**config.mk**
```make
export PLATFORM = sky130hd
export DESIGN_NAME = gray_step_enc
export DESIGN_NICKNAME = d
export VERILOG_FILES = /design/src/rtl/gray_pkg.sv /design/src/rtl/btn_debounce.sv /design/src/rtl/gray_step_enc.sv
export SDC_FILE = /design/constraint.sdc
export NUM_CORES = 1
export LEC_CHECK = 0
export ABC_AREA = 1
export BUFFER_PORTS_ARGS = -buffer_cell sky130_fd_sc_hd__buf_4
export CAP_MARGIN = 20
export CORE_ASPECT_RATIO = 0.75
export CORE_UTILIZATION = 54
export CTS_BUF_LIST = sky130_fd_sc_hd__clkbuf_16
export CTS_CLUSTER_DIAMETER = 60
export DETAILED_ROUTE_END_ITERATION = 8
export HOLD_SLACK_MARGIN = 0.03
export PLACE_DENSITY_LB_ADDON = 0.15
export SETUP_SLACK_MARGIN = 0.2
export SYNTH_ARGS = -nofsm -noshare
export SYNTH_HDL_FRONTEND = slang
export SYNTH_SLANG_ARGS = --single-unit
```
**constraint.sdc**
```tcl
create_clock -name clk -period 2 [get_ports clk]
set_input_delay 0.2 -clock clk [delete_from_list [all_inputs] [get_ports clk]]
set_output_delay 0.2 -clock clk [all_outputs]
set_load 0.01 [all_outputs]
```
**src/rtl/gray_pkg.sv**
```systemverilog
// Shared definitions for the Gray step encoder.
//   W            : count / code width (4 bits, 0..15)
//   btn_state_t  : per-button step state (IDLE / ARMED / HELD)
//   bin2gray()   : binary to reflected Gray conversion
package gray_pkg;

   localparam int W = 4;

   typedef enum logic [1:0] {
      IDLE  = 2'd0,
      ARMED = 2'd1,
      HELD  = 2'd2
   } btn_state_t;

   function automatic logic [W-1:0] bin2gray(input logic [W-1:0] b);
      return b ^ (b >> 1);
   endfunction

endpackage

```
**src/rtl/btn_debounce.sv**
```systemverilog
// One pushbutton path: 2-FF synchronizer, debounce counter and step FSM.
// Emits a single-cycle step pulse when the debounced level rises; release is
// silent. Build option AUTO_REPEAT_EN adds a repeat step every REPEAT_CYCLES
// of continuous debounced hold.
// Ports:
//   clk, rst_n : clock, asynchronous active-low reset
//   btn        : raw asynchronous button, active high
//   step       : one-cycle step request (combinational from FSM state)
module btn_debounce
   import gray_pkg::*;
#(
   parameter int DEBOUNCE_CYCLES = 4,
   parameter int REPEAT_CYCLES   = 8
) (
   input  logic clk,
   input  logic rst_n,
   input  logic btn,
   output logic step
);

   localparam int            CW      = $clog2(DEBOUNCE_CYCLES + 1);
   localparam logic [CW-1:0] DEB_MAX = CW'(DEBOUNCE_CYCLES);

   logic          sync1, sync2, deb;
   logic [CW-1:0] cnt;
   btn_state_t    state, nstate;
   logic          rpt_fire;

   // Counter tracks how long the synced level has disagreed with the
   // accepted level; any agreement restarts the count.
   always_ff @(posedge clk or negedge rst_n) begin
      if (!rst_n) begin
         sync1 <= 1'b0;
         sync2 <= 1'b0;
         deb   <= 1'b0;
         cnt   <= '0;
      end else begin
         sync1 <= btn;
         sync2 <= sync1;
         if (sync2 == deb) begin
            cnt <= '0;
         end else if (cnt == DEB_MAX) begin
            deb <= ~deb;
            cnt <= '0;
         end else begin
            cnt <= cnt + 1'b1;
         end
      end
   end

   always_ff @(posedge clk or negedge rst_n) begin
      if (!rst_n) state <= IDLE;
      else        state <= nstate;
   end

   always_comb begin
      nstate = state;
      step   = 1'b0;
      case (state)
         IDLE: begin
            if (deb) begin
               step   = 1'b1;
               nstate = ARMED;
            end
         end
         ARMED, HELD: begin
            if (!deb) begin
               nstate = IDLE;
            end else if (rpt_fire) begin
               step   = 1'b1;
               nstate = HELD;
            end
         end
         default: nstate = IDLE;
      endcase
   end

`ifdef AUTO_REPEAT_EN
   localparam int            RW      = $clog2(REPEAT_CYCLES + 1);
   localparam logic [RW-1:0] RPT_MAX = RW'(REPEAT_CYCLES - 1);

   logic [RW-1:0] rpt;

   // Hold timer runs only while armed and held; a fire restarts it so the
   // spacing between repeat steps is exactly REPEAT_CYCLES.
   always_ff @(posedge clk or negedge rst_n) begin
      if (!rst_n)                        rpt <= '0;
      else if (state == IDLE || !deb)    rpt <= '0;
      else if (rpt == RPT_MAX)           rpt <= '0;
      else                               rpt <= rpt + 1'b1;
   end

   assign rpt_fire = deb && (state != IDLE) && (rpt == RPT_MAX);
`else
   // Repeat disabled: the hold time is irrelevant and this folds to 0.
   assign rpt_fire = (REPEAT_CYCLES < 0);
`endif

endmodule

```
**src/rtl/gray_step_enc.sv**
```systemverilog
// Gray step encoder: pushbuttons step a 4-bit count up/down (mod 16), a
// binary load from switches overrides stepping, and the count is presented
// both as binary and as Gray code from the same register edge.
// Optional macro: AUTO_REPEAT_EN (auto-repeat while a button is held).
// Ports:
//   clk, rst_n          : clock, asynchronous active-low reset
//   btn_up, btn_down    : raw bouncy buttons, active high
//   load, bin_in[3:0]   : synchronous binary load (load has priority)
//   gray_out[3:0]       : registered Gray code of the count
//   bin_out[3:0]        : registered binary count
//   strb                : one-cycle pulse when the outputs took a new value
//   wrap                : one-cycle pulse with strb on a 15->0 / 0->15 step
module gray_step_enc
   import gray_pkg::*;
#(
   parameter int DEBOUNCE_CYCLES = 4,
   parameter int REPEAT_CYCLES   = 8
) (
   input  logic         clk,
   input  logic         rst_n,
   input  logic         btn_up,
   input  logic         btn_down,
   input  logic         load,
   input  logic [W-1:0] bin_in,
   output logic [W-1:0] gray_out,
   output logic [W-1:0] bin_out,
   output logic         strb,
   output logic         wrap
);

   logic         step_up, step_dn;
   logic [W-1:0] nxt;
   logic         chg, wr;

   btn_debounce #(
      .DEBOUNCE_CYCLES (DEBOUNCE_CYCLES),
      .REPEAT_CYCLES   (REPEAT_CYCLES)
   ) u_up (
      .clk   (clk),
      .rst_n (rst_n),
      .btn   (btn_up),
      .step  (step_up)
   );

   btn_debounce #(
      .DEBOUNCE_CYCLES (DEBOUNCE_CYCLES),
      .REPEAT_CYCLES   (REPEAT_CYCLES)
   ) u_dn (
      .clk   (clk),
      .rst_n (rst_n),
      .btn   (btn_down),
      .step  (step_dn)
   );

   // Load beats stepping; simultaneous up and down steps cancel.
   always_comb begin
      nxt = bin_out;
      chg = 1'b0;
      wr  = 1'b0;
      if (load) begin
         nxt = bin_in;
         chg = (bin_in != bin_out);
      end else if (step_up && !step_dn) begin
         nxt = bin_out + 1'b1;
         chg = 1'b1;
         wr  = (bin_out == '1);
      end else if (step_dn && !step_up) begin
         nxt = bin_out - 1'b1;
         chg = 1'b1;
         wr  = (bin_out == '0);
      end
   end

   // Gray is encoded from the next count so both views change on one edge.
   always_ff @(posedge clk or negedge rst_n) begin
      if (!rst_n) begin
         bin_out  <= '0;
         gray_out <= '0;
         strb     <= 1'b0;
         wrap     <= 1'b0;
      end else begin
         bin_out  <= nxt;
         gray_out <= bin2gray(nxt);
         strb     <= chg;
         wrap     <= wr;
      end
   end

endmodule

```
After elaboration in Yosys (flattened, before gate mapping)
Index checks and enable logic that the tools add are counted.
Storage, ports and cells
  register bits after elaboration: 26
Cells by class
  bitwise operators: 5
  equality and inequality tests: 14
  multiplexer cells: 23
  reduce and logical (&&, ||, !) cells: 13
  $add $sub $neg: 4
Operators by type and width (number)
  2-to-1 mux 3 bit: 4
  2-to-1 mux 4 bit: 3
  2-to-1 mux 1 bit: 10
  2-to-1 mux 2 bit: 4
  one-hot mux 2 bit (2 select lines): 2
  AND reduction 2 bit: 4
  adder 3 x 1 -> 3 bit (second input constant): 2
  equality test 3 bit (second input constant): 2
  adder 4 x 1 -> 4 bit (second input constant): 1
  equality test 2 x 1 -> 1 bit (second input constant): 2
  equality test 2 bit (second input constant): 2
  equality test 4 bit (second input constant): 1
  logical NOT 2 bit: 2
  logical NOT 4 bit: 1
  inequality test 2 x 1 -> 1 bit (second input constant): 2
  inequality test 2 bit (second input constant): 2
  inequality test 4 bit: 1
  inverter 1 bit: 4
  OR reduction 2 bit: 2
  subtractor 4 x 1 -> 4 bit (second input constant): 1
  XOR 4 x 3 -> 4 bit: 1
  equality test 1 bit: 2
  logical AND 1 bit: 2
  logical NOT 1 bit: 2

Depth between registers and ports, before layout
  depth in word-level cells: 8
  mapped depth: 14
  depth with buffers taken out: 14

By module
Synthesis repeated with hierarchy kept, for this count alone.
Unflattened totals
  cell total of the unflattened synthesis: 132
  area, all modules: 1194.9 um^2
By module, submodules not included
  btn_debounce: cells an instance 30, sequential area each 175.2 um^2, times used 2, area each 305.3 um^2
  gray_step_enc: cells an instance 72, sequential area each 225.2 um^2, times used 1, area each 584.3 um^2

Worst setup path before layout
No wires, ideal clock.
  path type: register to register
  from: register u_dn.state[0]
  to: register gray_out[2]
  cell stages (with the launch flop): 15
  period minus slack after synthesis: 1.538 ns
  data required time: 1.884 ns
  setup slack: 0.462 ns
  data arrival time: 1.422 ns
  path buffers: 0
  cells stage by stage: dfrtp_1 inv_1 ha_1 inv_1 ha_1 inv_2 nand2_1 nand2_1 nand2_1 nand2_1 nand3_2 nand2_4 inv_2 nand2_1 nand2_1
Between the ends
  word-level cells in the longest chain between the ends: 7
RTL lines
  start, declared: RTL line btn_debounce.sv:26  | btn_state_t state, nstate;
  start signal, assigned: RTL line btn_debounce.sv:53  | else state <= nstate;
  logical NOT 2 bit *: RTL line btn_debounce.sv:59  | case (state)
  2-to-1 mux 1 bit *
  logical AND 1 bit / logical NOT 1 bit (equally long branches): RTL line gray_step_enc.sv:67, gray_step_enc.sv:63
  2-to-1 mux 4 bit / logical AND 1 bit (equally long branches): RTL line gray_step_enc.sv:67, gray_step_enc.sv:63
  2-to-1 mux 4 bit *: RTL line gray_step_enc.sv:63  | end else if (step_up && !step_dn) begin
  2-to-1 mux 4 bit *: RTL line gray_step_enc.sv:60  | if (load) begin
  named net nxt[2]: RTL line gray_step_enc.sv:32  | logic [W-1:0] nxt;
  XOR 4 x 3 -> 4 bit *: RTL line gray_pkg.sv:16  | return b ^ (b >> 1);
  end signal, assigned: RTL line gray_step_enc.sv:83  | gray_out <= bin2gray(nxt);
  end, declared: RTL line gray_step_enc.sv:25  | output logic [W-1:0] gray_out,
The timed path passes the listed nets; every way through them passes the cells marked *.
A chain may end at the register's enable or synchronous reset.

Worst setup path in the final report
  from: register u_up.state[0]
  to: register gray_out[2]
Between the ends
  word-level cells in the longest chain between the ends: 8
RTL lines
  start, declared: RTL line btn_debounce.sv:26
  start signal, assigned: RTL line btn_debounce.sv:53
  logical NOT 2 bit *: RTL line btn_debounce.sv:59
  2-to-1 mux 1 bit *
  logical NOT 1 bit: RTL line gray_step_enc.sv:67  | end else if (step_dn && !step_up) begin
  logical AND 1 bit: RTL line gray_step_enc.sv:67
  2-to-1 mux 4 bit: RTL line gray_step_enc.sv:67
  2-to-1 mux 4 bit *: RTL line gray_step_enc.sv:63
  2-to-1 mux 4 bit *: RTL line gray_step_enc.sv:60
  named net nxt[3]: RTL line gray_step_enc.sv:32
  XOR 4 x 3 -> 4 bit *: RTL line gray_pkg.sv:16
Marked as above.

==> impl_metrics.ini <==
[timing]
slew_violations = 0
timing.final.crit_share_pct = 84.4
finalWorstPathRequiredPeriod_ps = 1690
worst_slew_pin_slew_ps = 316
setup_tns_after_final_layout_ps = 0
setup_ws_ps = 311
timing.slew.headroom_pct = 78.9
hold_viol = 0
setup-violations-final = 0
final_clock_skew_ps = 5.88
grt_setup_unrepaired = false
max_freq_mhz = 592

[job]
drv_cap = 0

[drt]
route.final.wire_length_mm = 2.20
first_pass_iters = 4
drt-vias-per-instance = 4.91
drt-met1-wl_mm = 1.06
highest-signal-layer = met4
dr.first_iter.drc_count = 16
wire_per_inst_um = 13.0
dr_wl_met2_mm = 1.03
dr_total_vias = 829
drcViolationCount = 0
drt.antenna.violating_nets = 0
met3RoutedLength_um = 89

[clocking]
cts_root_buffer = sky130_fd_sc_hd__clkbuf_16
cts_num_sinks = 23
clock_path_buffers = 2
clock_latency_ps = 260
cts_setup_buffers = 0
h_tree_depth = 1
path_clk_slew_ps = 60
cts_tree = done
cts_inserted_buffers = 3

[pwr]
relative_contribution_of_the_clock_network_to_total_power_pct = 20.6
p_comb_share_pct = 42.9
seq_power_share_pct = 36.5
power.switching_uw = 761
power_density_nw_per_um2 = 1420
netSwitchingFraction_pct = 36.7
leakage_nw = 0.746
intPower_mw = 1.31
ir_drop_mv = 1.01

[yosys]
yosys.area.top_type = sky130_fd_sc_hd__dfrtp_1
syn-mean-instance-area_sq_um = 9.55
synthCells = 123
sequential_element_share_of_the_synthesized_area_pct = 49.0
yosysWarningCount = 0
synth_area_leaders = sky130_fd_sc_hd__dfrtp_1 (49%), sky130_fd_sc_hd__ha_1 (12%), sky130_fd_sc_hd__nand2_1 (7.7%), sky130_fd_sc_hd__inv_1 (6.1%), sky130_fd_sc_hd__xnor2_1 (5.2%)
synth.net_count = 143
synth_cell_type_count = 24
mappedNetlistArea_sq_um = 1170
yosys_register_bits = 23
synth_largest_type_area_fraction_pct = 49.0

[run_status]
status = completed

[final_layout]
layout.cells.most_common_list = sky130_fd_sc_hd__nand2_1 (24), sky130_fd_sc_hd__dfrtp_1 (23), sky130_fd_sc_hd__inv_1 (20)
layout.cells.most_common = sky130_fd_sc_hd__nand2_1
fin_nets = 166
post_route_cells_drive_above_1_share_pct = 26.9
finish.utilization_pct = 71.7
syn_to_final_growth_pct = 24.0
n_antenna_cell = 0

[worst_setup_path]
critPathMaxFanout = 3
arrival_ps = 1840
start_kind = flip-flop
critPathCaptureType = flip-flop
critical_path_rt_ps = 2150
path_class = reg2reg

[worst_hold_path]
worstHoldPathType = in2reg

[global_routing]
first_global_vias = 817
grt_start_max_net_pins = 24
grt_antenna_before_repair = 0
grt_usage_pct = 21.3
global_route.overflow_total = 0
grt_pass1_wl_mm = 3.71

[die]
horiz_die_dim_um = 55.9
number_of_top_level_pins = 19
die_y_um = 42.4
area_of_the_core_region_sq_um = 2030
row_count = 14
initial_utilization_pct = 57.8
dieArea_sq_um = 2370

[placement]
numPortBuffers = 18
dp.final_hpwl_mm = 1.59
place_ws_ps = 246
place_congestion = 0.871
[per-layer routing]
layer  track usage, %  vias to the layer above
met1             29.7                      388
met2             32.8                       14
met3             6.79                        2
met4             5.37                        0
li1                 -                      425
met5                0                        -
[cell families (layout without fill, tap and decap cells)]
| family | count (synthesis) | after routing | synth area share (%) |
|---|---|---|---|
| compound gates | 8 | 8 | 4.26 |
| xor+xnor | 10 | 10 | 8.09 |
| fa+ha+maj | 11 | 11 | 11.7 |
| buf+inv | 23 | 45 | 7.67 |
| flops | 23 | 23 | 49.0 |
| mux | 2 | 2 | 1.92 |
| simple gates | 46 | 46 | 17.4 |
[final cells by class]
cell class                      instances  area (sq um)
Timing Repair Buffer                   19           145
Clock buffer                            3          75.1
Sequential cell                        23           576
Fill cell                             154           576
Inverter                               22          85.1
Tap cell                               24          30.0
Clock inverter                          1          3.75
Multi-Input combinational cell         77           542
[flip-flops by register name (all words and copies together) (netlist names), 3 cells and up]
name	cells
bin_out	4
u_dn.cnt	3
gray_out	3
u_up.cnt	3
[power by group through the flow]
| stage | Sequential (mW) | Clock, mW | Combinational [mW] |
|---|---|---|---|
| after floorplan | 0.763 | 0 | 0.564 |
| after global placement | 0.747 | 0 | 0.812 |
| after detailed placement | 0.758 | 0 | 0.834 |
| after CTS | 0.753 | 0.432 | 0.840 |
| after global routing | 0.781 | 0.453 | 1.02 |
| final | 0.756 | 0.426 | 0.889 |
[Yosys cell counts]
library cell / count
sky130_fd_sc_hd__a31oi_1: 1
sky130_fd_sc_hd__nand2_4: 1
sky130_fd_sc_hd__xor2_2: 1
sky130_fd_sc_hd__or2_2: 1
sky130_fd_sc_hd__inv_2: 3
sky130_fd_sc_hd__mux2_2: 2
sky130_fd_sc_hd__a211oi_1: 1
sky130_fd_sc_hd__dfrtp_1: 23
sky130_fd_sc_hd__o21ai_1: 1
sky130_fd_sc_hd__a22oi_1: 1
sky130_fd_sc_hd__nor2_1: 10
sky130_fd_sc_hd__buf_4: 1
sky130_fd_sc_hd__xnor2_1: 7
sky130_fd_sc_hd__nand3_2: 1
sky130_fd_sc_hd__xor2_1: 2
sky130_fd_sc_hd__inv_1: 19
sky130_fd_sc_hd__nand2_2: 1
sky130_fd_sc_hd__o21ai_2: 1
sky130_fd_sc_hd__a21oi_1: 1
sky130_fd_sc_hd__ha_1: 11
sky130_fd_sc_hd__nand4_1: 2
sky130_fd_sc_hd__nand3_1: 6
sky130_fd_sc_hd__nand2_1: 24
sky130_fd_sc_hd__o21ai_0: 2
[worst max-delay path, cell delays in order, from the launching register on]
cell and delay [ps]:
sky130_fd_sc_hd__dfrtp_1 360, sky130_fd_sc_hd__inv_1 50, sky130_fd_sc_hd__ha_2 200, sky130_fd_sc_hd__inv_1 70, sky130_fd_sc_hd__ha_2 190, sky130_fd_sc_hd__inv_1 70, sky130_fd_sc_hd__nor2_2 130, sky130_fd_sc_hd__nand3_2 90
sky130_fd_sc_hd__nand2_1 80, sky130_fd_sc_hd__nand2_1 70, sky130_fd_sc_hd__nand3_2 90, sky130_fd_sc_hd__nand2_1 70, sky130_fd_sc_hd__nand2_1 50, sky130_fd_sc_hd__nand2_1 40
[through the flow]
stage | instance area [sq um] | hold WS, ps | total power, mW | std cells
after floorplan | 1170 | -95.6 | 1.33 | 123
after global placement | 1330 | 103 | 1.56 | 164
after detailed placement | 1330 | 114 | 1.59 | 164
after CTS | 1420 | 43.9 | 2.02 | 169
after global routing | 1460 | 39.3 | 2.25 | 169
final | 1460 | 43.9 | 2.07 | 169
[worst paths after layout]
kind	start	to	slack, ps	cells after the start
worst max-delay path	u_up.state[0]	gray_out[2]	310	13
worst min-delay path	btn_down	u_dn.sync1	40	1
worst max register to register	u_up.state[0]	gray_out[2]	310	13
worst min register to register	u_dn.sync1	u_dn.sync2	350	0
max in group asynchronous	rst_n	bin_out[1]	1400	2
min in group asynchronous	rst_n	bin_out[0]	360	2
[repair_timing]
| action | 4_1_cts | 5_1_grt |
|---|---|---|
| setup endpoints to repair | 0 | 4 |
| endpoints found under the hold margin | 23 | 0 |
| resized for setup | 0 | 9 |
| hold buffers | 1 | 0 |
No activity file was read; power rests on OpenSTA's default activity.
